## src/rtl/contador_updown_param.sv

```systemverilog
// ============================================================================
// Module      : contador_updown_param
// Description : Parametrised up/down counter with up, down, ping-pong and
//               stop modes, count enable, a one-cycle terminal-count pulse
//               and optional saturation at the limits.
//               Build macro CONTADOR_CARGA_EN adds the parallel-load ports
//               (i_carga, i_valor_carga) and their logic.
// Revision    : 1.0 - initial release
// ============================================================================
`default_nettype none

module contador_updown_param #(
  parameter int WIDTH      = 4,
  parameter int LIMITE_MIN = 0,
  parameter int LIMITE_MAX = 2**WIDTH-1,
  parameter bit SATURA     = 1'b0
) (
  input  logic             i_clock,
  input  logic             i_reset,
  input  logic             i_habilita,
  input  logic [1:0]       i_modo,
`ifdef CONTADOR_CARGA_EN
  input  logic             i_carga,
  input  logic [WIDTH-1:0] i_valor_carga,
`endif
  output logic [WIDTH-1:0] o_saida,
  output logic             o_direcao,
  output logic             o_fim
);

  localparam logic [WIDTH-1:0] c_MIN = WIDTH'(LIMITE_MIN);
  localparam logic [WIDTH-1:0] c_MAX = WIDTH'(LIMITE_MAX);

  localparam logic [1:0] c_MODO_CRESC  = 2'b00;
  localparam logic [1:0] c_MODO_DECRES = 2'b01;
  localparam logic [1:0] c_MODO_VAIVEM = 2'b10;
  localparam logic [1:0] c_MODO_PARADO = 2'b11;

  logic [WIDTH-1:0] r_saida;
  logic             r_direcao;
  logic             r_fim;

  logic [WIDTH-1:0] w_next_saida;
  logic             w_next_direcao;
  logic             w_next_fim;

  logic             w_pp_sobe;
  logic [WIDTH-1:0] w_pp_alvo;

`ifdef CONTADOR_CARGA_EN
  logic [WIDTH:0]   w_dif_min;
  logic [WIDTH:0]   w_dif_max;
  logic [WIDTH-1:0] w_carga_sat;

  // Clamp the load value into [LIMITE_MIN, LIMITE_MAX]; borrow bits give the
  // out-of-range tests without comparing against constant bounds.
  always_comb begin
    w_dif_min   = {1'b0, i_valor_carga} - {1'b0, c_MIN};
    w_dif_max   = {1'b0, c_MAX} - {1'b0, i_valor_carga};
    w_carga_sat = i_valor_carga;
    if (w_dif_min[WIDTH]) begin
      w_carga_sat = c_MIN;
    end else if (w_dif_max[WIDTH]) begin
      w_carga_sat = c_MAX;
    end
  end
`endif

  // Ping-pong step: keep the current direction unless already sitting on the
  // limit it points at, in which case reverse instead of overflowing.
  always_comb begin
    w_pp_sobe = r_direcao ? (r_saida != c_MAX) : (r_saida == c_MIN);
    w_pp_alvo = w_pp_sobe ? (r_saida + 1'b1) : (r_saida - 1'b1);
  end

  // Next-state selection in priority order: load, enable, mode step.
  always_comb begin
    w_next_saida   = r_saida;
    w_next_direcao = r_direcao;
    w_next_fim     = 1'b0;
`ifdef CONTADOR_CARGA_EN
    if (i_carga) begin
      w_next_saida = w_carga_sat;
      if (i_modo == c_MODO_VAIVEM) begin
        if (w_carga_sat == c_MAX) begin
          w_next_direcao = 1'b0;
        end else if (w_carga_sat == c_MIN) begin
          w_next_direcao = 1'b1;
        end
      end
    end else
`endif
    if (i_habilita) begin
      case (i_modo)
        c_MODO_CRESC: begin
          w_next_direcao = 1'b1;
          if (r_saida != c_MAX) begin
            w_next_saida = r_saida + 1'b1;
            w_next_fim   = ((r_saida + 1'b1) == c_MAX);
          end else if (!SATURA) begin
            // Wrap to the opposite limit; not a terminal-count event.
            w_next_saida = c_MIN;
          end
        end
        c_MODO_DECRES: begin
          w_next_direcao = 1'b0;
          if (r_saida != c_MIN) begin
            w_next_saida = r_saida - 1'b1;
            w_next_fim   = ((r_saida - 1'b1) == c_MIN);
          end else if (!SATURA) begin
            w_next_saida = c_MAX;
          end
        end
        c_MODO_VAIVEM: begin
          w_next_saida = w_pp_alvo;
          if (w_pp_alvo == c_MAX) begin
            w_next_direcao = 1'b0;
            w_next_fim     = 1'b1;
          end else if (w_pp_alvo == c_MIN) begin
            w_next_direcao = 1'b1;
            w_next_fim     = 1'b1;
          end else begin
            w_next_direcao = w_pp_sobe;
          end
        end
        c_MODO_PARADO: begin
          w_next_saida   = r_saida;
          w_next_direcao = r_direcao;
        end
        default: begin
          w_next_saida   = r_saida;
          w_next_direcao = r_direcao;
        end
      endcase
    end
  end

  // State register with asynchronous reset to the lower limit, counting up.
  always_ff @(posedge i_clock or posedge i_reset) begin
    if (i_reset) begin
      r_saida   <= c_MIN;
      r_direcao <= 1'b1;
      r_fim     <= 1'b0;
    end else begin
      r_saida   <= w_next_saida;
      r_direcao <= w_next_direcao;
      r_fim     <= w_next_fim;
    end
  end

  assign o_saida   = r_saida;
  assign o_direcao = r_direcao;
  assign o_fim     = r_fim;

endmodule

`default_nettype wire

```

## config.mk

```make
export PLATFORM = sky130hd
export DESIGN_NAME = contador_updown_param
export DESIGN_NICKNAME = d
export VERILOG_FILES = /design/src/rtl/contador_updown_param.sv
export SDC_FILE = /design/constraint.sdc
export NUM_CORES = 1
export LEC_CHECK = 0
export CAP_MARGIN = 25
export CORE_MARGIN = 2
export CORE_UTILIZATION = 46
export CTS_CLUSTER_DIAMETER = 50
export DETAILED_ROUTE_END_ITERATION = 7
export PLACE_DENSITY = 0.71
export SYNTH_ARGS = -nofsm -noshare
export SYNTH_HDL_FRONTEND = slang
export SYNTH_SLANG_ARGS = --single-unit
export TNS_END_PERCENT = 50
```

## constraint.sdc

```tcl
create_clock -name i_clock -period 1.79 [get_ports i_clock]
set_input_delay 0.179 -clock i_clock [delete_from_list [all_inputs] [get_ports i_clock]]
set_output_delay 0.179 -clock i_clock [all_outputs]
set_load 0.01 [all_outputs]
```

==> impl_metrics.tcl, run 1 <==
set metrics [dict create \
    status "finished clean" \
    worstMarginPinSlew_ns 0.4239 \
    rr_endpoint "o_saida[1]$_DFFE_PP0P_" \
    async_flop_share_pct 100.0 \
    port_buffers 10 \
    synth_compound_area_share_pct 29.22 \
    antenna_left 0 \
    fin_skew_ns 0.004674 \
    slew_headroom_pct 71.48 \
    synth_edf_count 0 \
    drv_slew 0 \
    core_area_mm2 0.001727 \
    r2r-start "o_saida[1]$_DFFE_PP0P_" \
    final_cells 166 \
    drt-vias-per-instance 5.952 \
    r2r_slack_ns 0.05 \
    dr.pass1.iters 4 \
    synth_fa_ha_area_share_pct 11.75 \
    synth_top_area_share_pct 14.68 \
    p_per_area_mw_per_mm2 1268 \
    root_buffer "clkbuf_4" \
    peakVddDrop_v 0.0007057 \
    worst_slack_ns 0.04546 \
    p_leak_nw 0.5178 \
    grt_antenna_before_repair 0 \
    grt_overflow 0 \
    cp_max_fo 4 \
    core.rowCount 15 \
    grtUsageTotal_pct 27.29 \
    crit_path_end_kind "register" \
    synth_area_um2 852.1 \
    hold_viol_final 0 \
    fin_util_pct 70.58 \
    synth_area_leaders "dfrtp_1 15%, ha_1 12%, a21oi_1 4.7%, inv_1 4.4%, o21ai_0 3.5%" \
    wire_per_inst_um 15.67 \
    cts.sinks 6 \
    fmax_ghz 0.5732 \
    insertedDiodeCount 0 \
    synth_area_leader_cell "dfrtp_1" \
    synth_cell_types 50 \
    drt_iter0_markers 37 \
    layout_commonest_cell "buf_4" \
    arrival_ns 1.90 \
    syn_area_per_cell_um2 7.676 \
    grt_util_met2_pct 42.19 \
    num_vias 988 \
    grt_pass1_wl_um 4202 \
    period_needed_ns 1.745 \
    synth_top_family_by_area "compound AO/OA/AOI/OAI gates" \
    setup_violations 0 \
    startpoint_type "register" \
    die-area_mm2 0.002213 \
    drive_gt1_share_pct 36.17 \
    place_area_mm2 0.001125 \
    synthFlopType "dfrtp_1" \
    cts_tree "built" \
    stdcell_area_mm2 0.001219 \
    dp_hpwl_um 2009 \
    dpl.cell_count 160 \
    clk_path_buf_depth 2 \
    yosysWarningCount 0 \
    wl_um 2602 \
    worstSkewPairLatency_ns 0.26 \
    fp.dieH_um 47.04 \
    hold_class "input pin to asynchronous set/reset pin" \
    critical_path_required_ns 1.94 \
    pre_cts_ws_ns -0.05106 \
    ys_ff_latch 6 \
    rsz0062_at_grt "yes" \
    numCtsBuffers 3 \
    timing.hold.ws_ns 0.1375 \
    drcViolationCount 0 \
    use_met3_pct 5.385 \
    syn_nets 124 \
    path_clk_slew_ns 0.05 \
    maxCapViolations 0 \
    critical_path_class "register to register" \
    final_cell_mix "23 x buf_4, 10 x clkdlybuf4s50_1, 7 x inv_1, 7 x a21oi_1" \
    place_congestion 1.073 \
    gr-max-usage-layer "met2" \
    finalCritPeriodShare_pct 97.46 \
    ctsHtreeMaxLevel 1 \
    synth-simple-area-share_pct 27.02 \
    ios 11 \
    synth.area.mux_share_pct 1.175 \
    use_met1_pct 36.51 \
    nets 155 \
    syn_to_final_growth_pct 43.03 \
    ys_seq_area_share_pct 17.77 \
    start_util_pct 49.35 \
    syn_inst 111 \
    reg2regPathDepth 8 \
    synthXorXnorAreaFrac_pct 3.084 \
    die_w_um 47.04 \
    grt_pass1_vias 938 \
    grt_max_degree 12 \
]
## worst max-delay path, stage by stage (launching register included)
cell and delay, ns:
dfrtp_1 0.42, inv_4 0.09, ha_4 0.15, nor2b_4 0.16
buf_4 0.13, and3_2 0.20, a211oi_2 0.04, a31o_2 0.24
o21ai_0 0.19
## how the worst max path moves through the flow
stage / startpoint / endpoint / slack [ns] / cells past startpoint
after floorplan: o_saida[1]$_DFFE_PP0P_ / o_fim$_DFF_PP0_ / -0.02 / 8
after global placement: i_modo[1] / o_saida[1]$_DFFE_PP0P_ / -0.01 / 7
after detailed placement: i_modo[1] / o_saida[1]$_DFFE_PP0P_ / -0.05 / 7
after CTS: o_saida[0]$_DFFE_PP0P_ / o_saida[1]$_DFFE_PP0P_ / 0.002 / 7
after global routing: o_saida[0]$_DFFE_PP0P_ / o_fim$_DFF_PP0_ / -0.05 / 5
final: o_saida[1]$_DFFE_PP0P_ / o_saida[1]$_DFFE_PP0P_ / 0.05 / 8
## report_power, final
part           leakage, nW  switching [mW]  internal [mW]
registers           0.0708          0.0838          0.181
clock network       0.0150          0.0583         0.0850
logic                0.432           0.573          0.564
## timing repair
action	4_1_cts	5_1_grt
buffers inserted	0	2
hold buffers	0	0
hold endpoints to repair	0	0
setup endpoints to repair	2	5
gates resized for setup	2	13
pin swaps	0	4
## metal layers
layer	up-vias	share of wire [%]
li1	474	-
met1	459	41
met2	45	48
met3	10	7.1
met4	0	3.1
met5	-	0
## Yosys cell counts, types with 2 or more instances
cell and count:
a21oi_1 8, a31oi_1 2, and3_2 2, buf_2 4
dfrtp_1 5, ha_1 8, inv_1 10, nand2_1 6
nand3_1 5, nand4_1 2, nor2_1 8, nor2b_1 3
nor3_1 2, nor4_1 2, o2111ai_1 2, o21ai_0 6
o31ai_1 2, xor2_1 2
## metrics by stage
stage | setup TNS, ns | power, mW
6_report | 0 | 1.545
5_1_grt | -0.05837 | 1.646
4_1_cts | 0 | 1.439
3_5_place_dp | -0.06527 | 1.268
3_3_place_gp | -0.01217 | 1.254
2_1_floorplan | -0.01669 | 0.8917
## final cells by class
cell class,instances,area (um^2)
Multi-Input combinational cell,87,675.6
Fill cell,149,508.0
Timing Repair Buffer,34,284.0
Sequential cell,6,155.1
Inverter,10,46.29
Tap cell,25,31.28
Clock buffer,4,26.28
## logic make-up (layout without fill, tap and decap cells)
group / after synthesis / in the layout
AND/OR/NAND/NOR: 40 / 40
adder cells (fa/ha/maj): 8 / 8
buffers and inverters: 18 / 48
multiplexers: 1 / 1
flip-flops: 6 / 6
XOR/XNOR: 3 / 3
AO/OA/AOI/OAI: 35 / 35
## flip-flops by register name (all words and copies together), names as in the netlist
| name | count |
|---|---|
| o_direcao | 1 |
| o_fim | 1 |
| o_saida | 4 |
(Power assumes the default switching activity.)
==> inputs of run 2 (changes only) <==
--- a/config.mk
+++ b/config.mk
@@ -7,10 +7,10 @@
 export LEC_CHECK = 0
 export CAP_MARGIN = 25
 export CORE_MARGIN = 2
-export CORE_UTILIZATION = 46
+export CORE_UTILIZATION = 49
 export CTS_CLUSTER_DIAMETER = 50
 export DETAILED_ROUTE_END_ITERATION = 7
-export PLACE_DENSITY = 0.71
+export PLACE_DENSITY = 0.75
 export SYNTH_ARGS = -nofsm -noshare
 export SYNTH_HDL_FRONTEND = slang
 export SYNTH_SLANG_ARGS = --single-unit
==> run 2 against run 1 <==
Compared with the run above: the run now ends with negative setup slack left; cell area grew 2.3%; cell count is 1.8% lower; combinational power up 6%; largest cell class unchanged; first-iteration DRC count is 110% higher; total power up 5.5%; clock power grew 6%; routed wire length increased by 10%; via count is 6.6% higher; setup slack got worse by 0.070 ns; sequential power up 2%; largest power group unchanged; non-clock buffer count rose by 5.
==> impl_metrics.tcl, run 2 (same netlist as run 1, synthesis figures left out) <==
set metrics [dict create \
    critical_path_required_ns 1.96 \
    peakVddDrop_v 0.0007658 \
    ios 11 \
    grt_pass1_vias 964 \
    root_buffer "clkbuf_4" \
    die_w_um 45.70 \
    fmax_ghz 0.5510 \
    worstMarginPinSlew_ns 0.4439 \
    cts.sinks 6 \
    drive_gt1_share_pct 37.67 \
    crit_path_end_kind "register" \
    path_clk_slew_ns 0.06 \
    insertedDiodeCount 0 \
    total_power_mw 1.631 \
    final_cell_mix "29 x buf_4, 10 x clkdlybuf4s50_1, 7 x inv_1, 7 x nor2_1, 7 x a21oi_1" \
    grt_pass1_wl_um 4312 \
    maxCapViolations 0 \
    port_buffers 10 \
    wl_um 2861 \
    status "finished, violations left" \
    p_per_area_mw_per_mm2 1309 \
    syn_to_final_growth_pct 46.26 \
    arrival_ns 1.98 \
    nets 160 \
    layout_commonest_cell "buf_4" \
    num_vias 1053 \
    cp_max_fo 6 \
    dp_hpwl_um 2075 \
    place_congestion 0.9474 \
    ctsHtreeMaxLevel 1 \
    drv_slew 0 \
    period_needed_ns 1.815 \
    dr.pass1.iters 4 \
    failed_checks "negative setup slack" \
    hold_viol_final 0 \
    p_leak_nw 0.5424 \
    drcViolationCount 0 \
    rr_endpoint "o_saida[3]$_DFFE_PP0P_" \
    cts_tree "built" \
    largest_reg_flops 4 \
    grt_overflow 0 \
    die-area_mm2 0.002088 \
    drt-vias-per-instance 6.460 \
    reg2regPathDepth 7 \
    grt_max_degree 14 \
    start_util_pct 50.44 \
    startpoint_type "register" \
    rsz0062_at_grt "yes" \
    r2r-start "o_saida[1]$_DFFE_PP0P_" \
    r2r_slack_ns -0.02 \
    setup_violations 2 \
    fin_skew_ns 0.01384 \
    finalSetupTns_ns -0.03836 \
    worst_slack_ns -0.02498 \
    critical_path_class "register to register" \
    fill_cells 128 \
    hold_class "input pin to asynchronous set/reset pin" \
    antenna_left 0 \
    core.rowCount 15 \
    drt_iter0_markers 77 \
    wire_per_inst_um 17.55 \
    worstSkewPairLatency_ns 0.27 \
    core_area_mm2 0.001689 \
    grtUsageTotal_pct 29.29 \
    finalCritPeriodShare_pct 101.4 \
    slew_headroom_pct 70.14 \
    grt_antenna_before_repair 0 \
    holdBufCountCts 0 \
    numCtsBuffers 3 \
    fp.dieH_um 45.70 \
    clk_path_buf_depth 2 \
]
run 2: critical path, stage by stage, from the launching register on:
cell and delay [ns]:
dfrtp_2 0.43, inv_4 0.05, ha_4 0.17, nor2b_4 0.14, or4b_4 0.54, o21ai_2 0.07
nand3_1 0.09, a31oi_1 0.21
run 2: final cells by class:
| class | count | area (um^2) | share of cell area, % |
|---|---|---|---|
| Clock buffer | 4 | 26.28 | 2.108 |
| Inverter | 10 | 46.29 | 3.715 |
| Multi-Input combinational cell | 87 | 679.4 | 54.52 |
| Sequential cell | 6 | 155.1 | 12.45 |
| Tap cell | 17 | 21.27 | 1.707 |
| Timing Repair Buffer | 39 | 317.8 | 25.50 |
run 2: how the worst max path moves through the flow:
stage,startpoint,endpoint,slack [ns],cells past startpoint
floorplan,o_saida[1]$_DFFE_PP0P_,o_fim$_DFF_PP0_,-0.02,8
global placement,o_saida[1]$_DFFE_PP0P_,o_fim$_DFF_PP0_,-0.006,5
detailed placement,i_modo[1],o_saida[0]$_DFFE_PP0P_,-0.04,7
CTS,o_saida[1]$_DFFE_PP0P_,o_fim$_DFF_PP0_,0.00009,7
global route,o_saida[1]$_DFFE_PP0P_,o_saida[3]$_DFFE_PP0P_,-0.16,7
finish,o_saida[1]$_DFFE_PP0P_,o_saida[3]$_DFFE_PP0P_,-0.02,7
run 2: stage by stage:
step	hold WS [ns]	setup slack (ns)	area, um^2	util, %	std cells
after floorplan	-0.03077	-0.01669	890.9	-	111
after global placement	0.3947	-0.005595	1122	66.44	153
after detailed placement	0.4068	-0.03998	1122	66.44	153
after CTS	0.1204	0.00009104	1162	68.81	157
after global routing	0.1599	-0.1622	1246	73.78	163
final	0.1177	-0.02498	1246	73.78	163
run 2: per-layer routing:
metal	wire length [um]	GRT usage [%]	up-vias
li1	-	-	485
met3	215	4.365	7
met1	1205	36.65	499
met2	1393	49.86	62
met5	0	0	-
met4	46	12.00	0
run 2: repair_timing:
action                                  in CTS  in global routing
buffers inserted                             0                  6
cloned                                       0                  0
resized for setup                            5                  9
endpoints found under the setup margin       3                  5
pin swaps                                    0                  8
run 2: report_power, final:
group,internal [mW],switching [mW]
clock,0.0855,0.0661
combinational,0.599,0.611
sequential,0.181,0.0887
